File: src/rtl/sorted_merge_stream_pkg.sv
// Shared defaults, state encoding and pointer-width helper for sorted_merge_stream.
// Optional checker is enabled with the SORT_CHECK_EN macro (see the top).
package merge_pkg;

   localparam int DEF_DATA_W = 8;
   localparam int DEF_N      = 8;
   localparam int IDX_W      = $clog2(DEF_N + 1);

   typedef enum logic {
      IDLE,
      MERGE
   } state_t;

   // Pointers must reach N itself, which marks a list as exhausted.
   function automatic int idx_w(input int n);
      return $clog2(n + 1);
   endfunction

endpackage

File: src/rtl/sorted_merge_stream_select.sv
// Head selector for the two-way merge: stable, ties go to list A.
module merge_select #(
   parameter int DATA_W = 8
) (
   input  logic [DATA_W-1:0] a_head,
   input  logic [DATA_W-1:0] b_head,
   input  logic              a_done,
   input  logic              b_done,
   output logic [DATA_W-1:0] sel_data,
   output logic              take_a
);

   always_comb begin
      take_a   = b_done || (!a_done && (a_head <= b_head));
      sel_data = take_a ? a_head : b_head;
   end

endmodule

File: src/rtl/sorted_merge_stream.sv
// Two-way streaming merger: accepts two sorted N-element vectors, emits 2N elements ascending.
// Define SORT_CHECK_EN to build the sticky input-order checker driving sort_err.
//
// state | meaning
// IDLE  | waiting for a vector pair, in_ready=1
// MERGE | emitting merged elements, one per out handshake
module sorted_merge_stream
   import merge_pkg::*;
#(
   parameter int DATA_W = DEF_DATA_W,
   parameter int N      = DEF_N
) (
   input  logic                clk,
   input  logic                rst,
   input  logic                in_valid,
   output logic                in_ready,
   input  logic [N*DATA_W-1:0] a_vec,
   input  logic [N*DATA_W-1:0] b_vec,
   output logic                out_valid,
   input  logic                out_ready,
   output logic [DATA_W-1:0]   out_data,
   output logic                out_last,
   output logic                sort_err
);

   localparam int PW = idx_w(N);

   state_t              state_q, state_d;
   logic [N*DATA_W-1:0] a_buf, b_buf;
   logic [PW-1:0]       ia, ib;
   logic                a_done, b_done;
   logic [DATA_W-1:0]   a_head, b_head, sel_data;
   logic                take_a, last_elem;
   logic                accept, fire;

   assign a_done    = (ia == PW'(N));
   assign b_done    = (ib == PW'(N));
   assign last_elem = ((int'(ia) + int'(ib)) == (2 * N - 1));

   // Exhausted pointers are clamped so the part-select stays in range.
   always_comb begin
      a_head = a_buf[(a_done ? 0 : int'(ia)) * DATA_W +: DATA_W];
      b_head = b_buf[(b_done ? 0 : int'(ib)) * DATA_W +: DATA_W];
   end

   merge_select #(.DATA_W(DATA_W)) u_select (
      .a_head   (a_head),
      .b_head   (b_head),
      .a_done   (a_done),
      .b_done   (b_done),
      .sel_data (sel_data),
      .take_a   (take_a)
   );

   always_comb begin
      state_d   = state_q;
      in_ready  = 1'b0;
      out_valid = 1'b0;
      out_data  = '0;
      out_last  = 1'b0;
      case (state_q)
         IDLE: begin
            in_ready = 1'b1;
            if (in_valid) state_d = MERGE;
         end
         MERGE: begin
            out_valid = 1'b1;
            out_data  = sel_data;
            out_last  = last_elem;
            if (out_ready && last_elem) state_d = IDLE;
         end
         default: state_d = IDLE;
      endcase
   end

   assign accept = in_valid && in_ready;
   assign fire   = out_valid && out_ready;

   always_ff @(posedge clk) begin
      if (rst) begin
         state_q <= IDLE;
         a_buf   <= '0;
         b_buf   <= '0;
         ia      <= '0;
         ib      <= '0;
      end else begin
         state_q <= state_d;
         if (accept) begin
            a_buf <= a_vec;
            b_buf <= b_vec;
            ia    <= '0;
            ib    <= '0;
         end else if (fire) begin
            if (take_a) ia <= ia + 1'b1;
            else        ib <= ib + 1'b1;
         end
      end
   end

`ifdef SORT_CHECK_EN
   logic unsorted;
   logic err_q;

   always_comb begin
      unsorted = 1'b0;
      for (int i = 0; i < N - 1; i++) begin
         if (a_vec[i*DATA_W +: DATA_W] > a_vec[(i+1)*DATA_W +: DATA_W]) unsorted = 1'b1;
         if (b_vec[i*DATA_W +: DATA_W] > b_vec[(i+1)*DATA_W +: DATA_W]) unsorted = 1'b1;
      end
   end

   always_ff @(posedge clk) begin
      if (rst)                     err_q <= 1'b0;
      else if (accept && unsorted) err_q <= 1'b1;
   end

   assign sort_err = err_q;
`else
   assign sort_err = 1'b0;
`endif

endmodule

File: config.mk
export PLATFORM = sky130hd
export DESIGN_NAME = sorted_merge_stream
export DESIGN_NICKNAME = d
export VERILOG_FILES = /design/src/rtl/sorted_merge_stream_pkg.sv /design/src/rtl/sorted_merge_stream_select.sv /design/src/rtl/sorted_merge_stream.sv
export SDC_FILE = /design/constraint.sdc
export NUM_CORES = 1
export LEC_CHECK = 0
export BUFFER_PORTS_ARGS = -buffer_cell sky130_fd_sc_hd__buf_2
export CAP_MARGIN = 20
export CORE_AREA = 4 4 114 116
export CTS_BUF_LIST = sky130_fd_sc_hd__clkbuf_8 sky130_fd_sc_hd__clkbuf_16
export DETAILED_ROUTE_END_ITERATION = 6
export DIE_AREA = 0 0 118 120
export PLACE_DENSITY = 0.8
export SETUP_SLACK_MARGIN = 0.4
export SYNTH_ARGS = -nofsm -noshare
export SYNTH_HDL_FRONTEND = slang
export SYNTH_SLANG_ARGS = --single-unit
File: constraint.sdc
create_clock -name clk -period 10.4 [get_ports clk]
set_input_delay 3.12 -clock clk [delete_from_list [all_inputs] [get_ports clk]]
set_output_delay 3.12 -clock clk [all_outputs]
set_load 0.01 [all_outputs]
# Yosys cells after proc, flatten, opt, wreduce, memory -nomap -nowiden
# Index checks and enable logic that the tools add are counted.
[classes]
n_eq_ne = 3
reduce_logical = 9
bitwise = 2
shifts = 2
magnitude_cmp = 1
addsub = 3
n_mux = 10
[op_table]
columns = ["cell", "n"]
rows = [
  ["$shiftx 64x8->8", 2],
  ["$mux 8", 2],
  ["$add 4x1->4 const B", 2],
  ["$eq 4x4->1 const B", 2],
  ["$le 8x8->1", 1],
  ["$mux 4", 2],
  ["$add 4x4->5", 1],
  ["$eq 5x4->1 const B", 1],
  ["$mux 1", 5],
  ["$logic_and 1x1->1", 4],
  ["$reduce_and 2->1", 2],
  ["$not 1->1", 2],
  ["$pmux 1 s2", 1],
  ["$reduce_or 2->1", 1],
  ["$logic_not 1->1", 1],
  ["$logic_or 1x1->1", 1],
]
[totals]
output_inout_bits = 12
in_bits = 132
regBits = 137
elab_cells = 35

# Longest topological paths before layout
# Gate-level depths: netlist of the first run.
[logic_depth]
ltp_word = 8
depth_mapped = 18
depth_no_buf = 14

# Modules after synthesis
# From an unflattened synthesis of the first run, not the netlist that was laid out.
[unflattened]
hier_cells = 850
area_unflattened_um2 = 6691.4
[by_module_without_submodules]
columns = ["module", "seq_area_each_um2", "area_each_um2", "cells_each", "instances"]
rows = [
  ["sorted_merge_stream", 2742.6, 6254.7, 797, 1],
  ["merge_select", 0.0, 436.7, 53, 1],
]

# Worst setup path before layout of the first run
# No wires, ideal clock.
[synth_path]
path_kind = "register -> output"
start = "reg ia[0]"
end = "out out_data[0]"
path_stages_with_launch = 18
path_buffers = 5
slack_ns = 3.957
arrival_ns = 3.323
required_ns = 7.280
path_cell_list = "dfxtp_1 -> buf_2 -> buf_4 -> buf_2 -> inv_1 -> ha_1 -> nand3b_1 -> nand2_1 -> buf_4 -> a211oi_1 -> ha_1 -> nor2b_1 -> o211ai_1 -> a21oi_1 -> o31ai_4 -> buf_6 -> nor2_1 -> a211oi_2"
[synth_between]
elab_chain_len = 8
elab_cells_between_ends = 9
cone_classes = "1 x order compare; 1 x eq/ne; 1 x shift; 3 x mux; 3 x reduce/logical"
[synth_rtl]
columns = ["element", "line", "source"]
rows = [
  ["start, declared", "sorted_merge_stream.sv:30", "logic [PW-1:0] ia, ib;"],
  ["start signal, assigned", "sorted_merge_stream.sv:94", "if (take_a) ia <= ia + 1'b1;"],
  ["$eq 4x4->1", "sorted_merge_stream.sv:36", "assign a_done = (ia == PW'(N));"],
  ["$mux 4", "sorted_merge_stream.sv:42", "a_head = a_buf[(a_done ? 0 : int'(ia)) * DATA_W +: DATA_W];"],
  ["$shiftx 64x8->8", "sorted_merge_stream.sv:42", ""],
  ["$le 8x8->1", "sorted_merge_stream_select.sv:14", "take_a = b_done || (!a_done && (a_head <= b_head));"],
  ["$logic_and 1x1->1", "sorted_merge_stream_select.sv:14", ""],
  ["$logic_or 1x1->1", "sorted_merge_stream_select.sv:14", ""],
  ["$mux 8 *", "sorted_merge_stream_select.sv:15", "sel_data = take_a ? a_head : b_head;"],
  ["$mux 8 *", "sorted_merge_stream.sv:61", "case (state_q)"],
  ["end, declared", "sorted_merge_stream.sv:21", "output logic [DATA_W-1:0] out_data,"],
]
# Every way passes the cells marked *; elsewhere a longest branch is shown, timed or not.

# Worst setup path after layout of the first run
[layout_path]
start = "reg ia[1]"
end = "out out_data[6]"
# The elaborated chain is that of the path after synthesis.

==> flow_summary.json, run 1 <==
{
  "status": "finished, final reports clean",
  "worstSkewPairLatency_ns": 0.42,
  "drc": 0,
  "top_level_ports": 144,
  "ys_top_cells_by_count": "nand2_1, a21oi_1, dfxtp_1, clkbuf_1, mux2i_1",
  "synthArstFlopShare": 0,
  "diodes": 0,
  "cts_tree": "built",
  "drt-total-wl_mm": 17.14,
  "slowest_delay_ns": 0.78,
  "design_area_mm2": 0.007731,
  "cp_max_fo": 27,
  "startpoint_type": "register",
  "yosysTopAreaCellShare": 0.4196,
  "rsz0062_at_grt": "no",
  "cpMostUsedCell": "ha_1",
  "min_period_ns": 7.865,
  "cp.arrival_ns": 4.74,
  "crit_chain": "inv_1, ha_1, nand3b_1, nand2_1, o311ai_1, a211oi_1, ha_1, nor2b_1, o211ai_1, a21oi_1, o31ai_4, o2111ai_1, and3_1, buf_2",
  "ys_warn_count": 0,
  "synthesis.area_mm2": 0.006536,
  "worst-setup-path-type": "reg -> out",
  "grt_pass1_vias": 5681,
  "syn_inst": 836,
  "cap_violations": 0,
  "p_int_mw": 0.9579,
  "rows": 40,
  "grt_usage": 0.2422,
  "p_leak_nw": 3.156,
  "syn_avg_cell_area_um2": 7.819,
  "cp-end-kind": "output port",
  "relSlewSlack": 0.3663,
  "place_inst": 1066,
  "p_total_mw": 1.288,
  "final-hold-violation-count": 0,
  "numCtsBuffers": 17,
  "grt_pass1_wl_mm": 27.63,
  "post-cts-setup-buffer-count": 0,
  "synthFlopType": "dfxtp_1",
  "clock-sinks": 137,
  "layout.cells.non_filler": 1094,
  "chipWidth_um": 118,
  "coreArea_mm2": 0.01191,
  "hp-class": "reg -> reg",
  "n_fill_cell": 1053,
  "die_h_um": 120,
  "place_congestion": 0.9734,
  "grt_antenna_before_repair": 0,
  "p_seq_frac": 0.444,
  "cts_resized": 0,
  "yosysMostFrequentCell": "nand2_1",
  "syn_nets": 985,
  "fin_crit_sh": 0.7562,
  "p_per_area_mw_per_mm2": 166.6,
  "viasPerCell": 5.585,
  "yosysTopAreaCell": "dfxtp_1",
  "root_buffer": "clkbuf_16",
  "hold_buffers": 0,
  "synth-seq-area-share": 0.4196,
  "setup-tns-final_ns": 0,
  "grt_max_degree": 73,
  "die_area_mm2": 0.01416,
  "dr.pass1.iters": 5,
  "wl_per_cell_um": 15.67,
  "drv_slew": 0,
  "start_util": 0.5487,
  "ir_drop_mv": 0.1150,
  "path_clk_slew_ns": 0.05,
  "area_growth_pct": 18.28,
  "sw_frac_of_total": 0.2563,
  "drt-initial-drc-count": 511,
  "ys_types": 60,
  "synth_area_leaders": "dfxtp_1, nand2_1, a21oi_1",
  "ys_ff_latch": 137,
  "port_buffers": 142,
  "place_area_mm2": 0.007201,
  "ant_nets": 0,
  "p_sw_mw": 0.3302,
  "hpwlAfterDp_mm": 12.01,
  "fmaxAchievable_ghz": 0.1271,
  "synth_edf_count": 0,
  "drive_gt1_frac": 0.2059,
  "crit_path_top_delay_cell": "o31ai_4",
  "htreeDepth": 4,
  "clock_power_share": 0.421,
  "p_comb_frac": 0.135,
  "grt_remaining_overflow": 0,
  "worst_pin_slew_ns": 0.9505,
  "nets": 1087,
  "via_count": 6110,
  "finalSetupViolCount": 0,
  "cts_buffer_depth": 2,
  "clock_skew_ns": 0.01056,
  "worst_ep_required_time_ns": 7.28
}
-- worst max-delay path, delay by kind of cell (launching register included) --
kind	cells	cell delay (ns)
compound gates	6	1.81
fa+ha+maj	2	0.62
buf+inv	2	0.27
flops	1	0.70
simple gates	4	0.90
-- cells by family (layout without fill, tap and decap cells) --
logic type	Yosys count	count (layout)	share of synthesized area
multiplexers	44	44	0.07331
adder cells (fa/ha/maj)	17	17	0.03369
buffers and inverters	74	185	0.04996
XOR/XNOR	3	3	0.004021
flip-flops	137	137	0.4196
AND/OR/NAND/NOR	337	337	0.2104
AO/OA/AOI/OAI	223	223	0.2085
other	1	1	0.0005737
-- path summary, 6_finish.rpt --
check | depth (start not counted) | start | end | slack [ns]
worst max-delay path | 14 | ia[1]$_SDFFE_PP0P_ | out_data[6] | 2.54
worst min-delay path | 2 | b_buf[35]$_SDFFE_PP0P_ | b_buf[35]$_SDFFE_PP0P_ | 0.45
worst max register to register | 13 | ia[1]$_SDFFE_PP0P_ | ib[3]$_SDFFE_PP0P_ | 6.19
worst min register to register | 2 | b_buf[35]$_SDFFE_PP0P_ | b_buf[35]$_SDFFE_PP0P_ | 0.45
-- state kept, by name, indices dropped and copies added, names as in the netlist --
| name | count |
|---|---|
| ib | 4 |
| ia | 4 |
| b_buf | 64 |
| a_buf | 64 |
| state_q | 1 |
-- through the flow --
stage          setup slack, ns    util  hold WS, ns
2_1_floorplan            3.957       -       0.4322
4_1_cts                  2.590  0.6491       0.4514
3_3_place_gp             3.240  0.6045       0.4397
6_report                 2.535  0.6491       0.4520
5_1_grt                  2.207  0.6491       0.4645
3_5_place_dp             3.088  0.6045       0.4440
-- cell usage in the layout, fill, tap and decap left out, drive strengths merged, types with 4 or more instances in the layout --
master,count
buf,148
nand2,277
dfxtp,137
o21ai,17
inv,11
a21oi,143
o21a,6
nor3,5
a221oi,7
nor2,17
o221a,6
mux2i,40
o22ai,5
nand2b,8
o211ai,4
nand3,6
nand4,4
and2,10
a211o,7
ha,16
o22a,4
o31ai,4
clkbuf,23
-- area by class of cell --
class                      instances  area [um2]  share of cell area
inverter                           9       33.78            0.004370
clock inverter                     5       22.52            0.002913
sequential                       137        2743              0.3548
multi-input combinational        625        3482              0.4504
tap                              147       183.9             0.02379
clock buffer                      23       508.0             0.06571
timing repair buffer             148       758.2             0.09807
-- per-layer routing --
| metal | up-vias | part of all wire | GRT usage |
|---|---|---|---|
| met1 | 2797 | 0.45 | 0.3235 |
| met2 | 228 | 0.45 | 0.3748 |
| met4 | 0 | 0.027 | 0.1011 |
| li1 | 3051 | - | - |
| met3 | 34 | 0.073 | 0.06079 |
| met5 | - | 0 | 0 |
-- power by group through the flow --
stage / sequential [mW] / clock [mW] / combinational (mW)
2_1_floorplan: 0.576 / 0 / 0.126
3_5_place_dp: 0.582 / 0 / 0.172
5_1_grt: 0.575 / 0.569 / 0.195
6_report: 0.572 / 0.542 / 0.174
4_1_cts: 0.572 / 0.546 / 0.174
3_3_place_gp: 0.582 / 0 / 0.169
Power figures use the tool's default switching activity.
==> inputs of run 2 (changes only) <==
CORE_AREA = 4 4 121 123   (was 4 4 114 116)
DIE_AREA = 0 0 125 127   (was 0 0 118 120)
PLACE_DENSITY = 0.75   (was 0.8)
clock period = 6.6 ns   (was 10.4 ns; I/O delays follow)
==> flow_summary.json, run 2 (same netlist as run 1, synthesis figures left out) <==
{
  "start_util": 0.4783,
  "setup-tns-final_ns": 0,
  "timing.rr.end": "ia[1]$_SDFFE_PP0P_",
  "dr.pass1.iters": 6,
  "viasPerCell": 5.343,
  "rsz0062_at_grt": "no",
  "largestRegisters": "a_buf: 64 flops, b_buf: 64 flops",
  "top_level_ports": 144,
  "cp-end-kind": "output port",
  "root_buffer": "clkbuf_16",
  "chipWidth_um": 125,
  "worstSkewPairLatency_ns": 0.42,
  "port_buffers": 142,
  "grt_antenna_before_repair": 0,
  "drt-total-wl_mm": 17.51,
  "startpoint_type": "register",
  "worst_pin_slew_ns": 0.7879,
  "fmaxAchievable_ghz": 0.1720,
  "cp.arrival_ns": 3.83,
  "htreeDepth": 4,
  "p_int_mw": 1.721,
  "min_from": "a_buf[51]$_SDFFE_PP0P_",
  "p_leak_nw": 3.247,
  "cap_violations": 0,
  "area_growth_pct": 22.19,
  "worst-setup-path-type": "reg -> out",
  "p_per_area_mw_per_mm2": 284.5,
  "min_period_ns": 5.813,
  "hpwlAfterDp_mm": 12.06,
  "nets": 1095,
  "drt-initial-drc-count": 438,
  "grt_pass1_vias": 5488,
  "grt_max_degree": 79,
  "clock-sinks": 137,
  "relSlewSlack": 0.4747,
  "cts_tree": "built",
  "sw_frac_of_total": 0.2425,
  "hold_buffers": 0,
  "clock_skew_ns": 0.01302,
  "diodes": 0,
  "ant_nets": 0,
  "p_seq_frac": 0.396,
  "drc": 0,
  "ir_drop_mv": 0.1897,
  "fin_crit_sh": 0.8808,
  "final_common_cell": "nand2_1",
  "coreArea_mm2": 0.01367,
  "grt_pass1_wl_mm": 27.34,
  "rows": 43,
  "grt_remaining_overflow": 0,
  "min_path_cells": 2,
  "path_clk_slew_ns": 0.05,
  "cp_max_fo": 15,
  "clock_power_share": 0.467,
  "status": "finished, final reports clean",
  "finalSetupViolCount": 0,
  "wl_per_cell_um": 15.39,
  "die_h_um": 127,
  "p_sw_mw": 0.5508,
  "place_congestion": 0.8426,
  "p_comb_frac": 0.137,
  "hp-class": "reg -> reg",
  "die_area_mm2": 0.01588,
  "whs_ns": 0.4527,
  "worst_ep_required_time_ns": 4.62,
  "min_to": "a_buf[51]$_SDFFE_PP0P_",
  "layout_common_cells": "nand2_1, a21oi_1, buf_2, dfxtp_1, mux2i_1",
  "via_count": 6080,
  "grt_usage": 0.2143,
  "drive_gt1_frac": 0.2192,
  "reg2regPathDepth": 14,
  "drv_slew": 0,
  "numCtsBuffers": 17,
  "cts_buffer_depth": 2,
  "worst-r2r-setup-slack_ns": 3.05,
  "final-hold-violation-count": 0,
  "r2r-start": "ia[1]$_SDFFE_PP0P_"
}
==> run 2: power groups by stage <==
stage	Sequential [mW]	Combinational (mW)	Clock, mW
after floorplan	0.907	0.199	0
after global placement	0.915	0.272	0
after detailed placement	0.916	0.276	0
after CTS	0.899	0.285	1.08
after global routing	0.904	0.345	1.11
final	0.899	0.311	1.06
==> run 2: area by class of cell <==
class	instances	area, um2
sequential	137	2744
multi-input combinational	626	3510
inverter	9	33.78
timing repair buffer	155	810.8
clock buffer	18	439.2
clock inverter	13	224.0
tap	180	225.2
fill	1295	5679
==> run 2: critical path, cell delays in order, from the launching register on <==
cell and delay, ns:
dfxtp_2 0.44, inv_1 0.12, ha_1 0.22, nand3b_1 0.18, nand2_2 0.27, o311ai_1 0.13
a211oi_1 0.45, ha_1 0.32, nor2b_1 0.13, o211ai_1 0.18, a21oi_2 0.14, o31ai_4 0.23
buf_4 0.18, nor2_1 0.05, a211oi_2 0.21, buf_2 0.18
==> run 2: what timing repair did <==
| action | CTS | global route |
|---|---|---|
| gates resized for setup | 2 | 2 |
| pin swaps | 1 | 2 |
| setup buffers | 0 | 7 |
| endpoints found under the setup margin | 8 | 8 |
| cloned | 1 | 0 |
==> run 2: metal layers <==
layer  wire length (um)  share of wire  GRT usage  vias to the layer above
met5                  0              0          0                        -
met4                355          0.020    0.08227                        0
met3               1045          0.060    0.05727                       26
met2               8346           0.48     0.3461                      187
met1               7761           0.44     0.2760                     2799
li1                   -              -          -                     3068
==> run 2: worst max-delay path by stage <==
| stage | startpoint | to | slack [ns] | cells past startpoint |
|---|---|---|---|---|
| 3_3_place_gp | ia[1]$_SDFFE_PP0P_ | out_data[6] | 0.48 | 14 |
| 5_1_grt | ia[1]$_SDFFE_PP0P_ | out_data[2] | 0.52 | 15 |
| 2_1_floorplan | ia[0]$_SDFFE_PP0P_ | out_data[0] | 1.30 | 17 |
| 6_report | ia[1]$_SDFFE_PP0P_ | out_data[0] | 0.79 | 15 |
| 3_5_place_dp | ia[1]$_SDFFE_PP0P_ | out_data[6] | 0.39 | 14 |
| 4_1_cts | ia[1]$_SDFFE_PP0P_ | out_data[6] | 0.44 | 14 |
==> run 2: stage by stage <==
step                setup slack [ns]  area, um2  instances  total power, mW    util
floorplan                      1.297       6536        836            1.106       -
global placement              0.4823       7242       1099            1.187  0.5299
detailed placement            0.3898       7242       1099            1.192  0.5299
CTS                           0.4394       7928       1131            2.261  0.5801
global route                  0.5178       7986       1138            2.362  0.5844
finish                        0.7868       7986       1138            2.272  0.5844
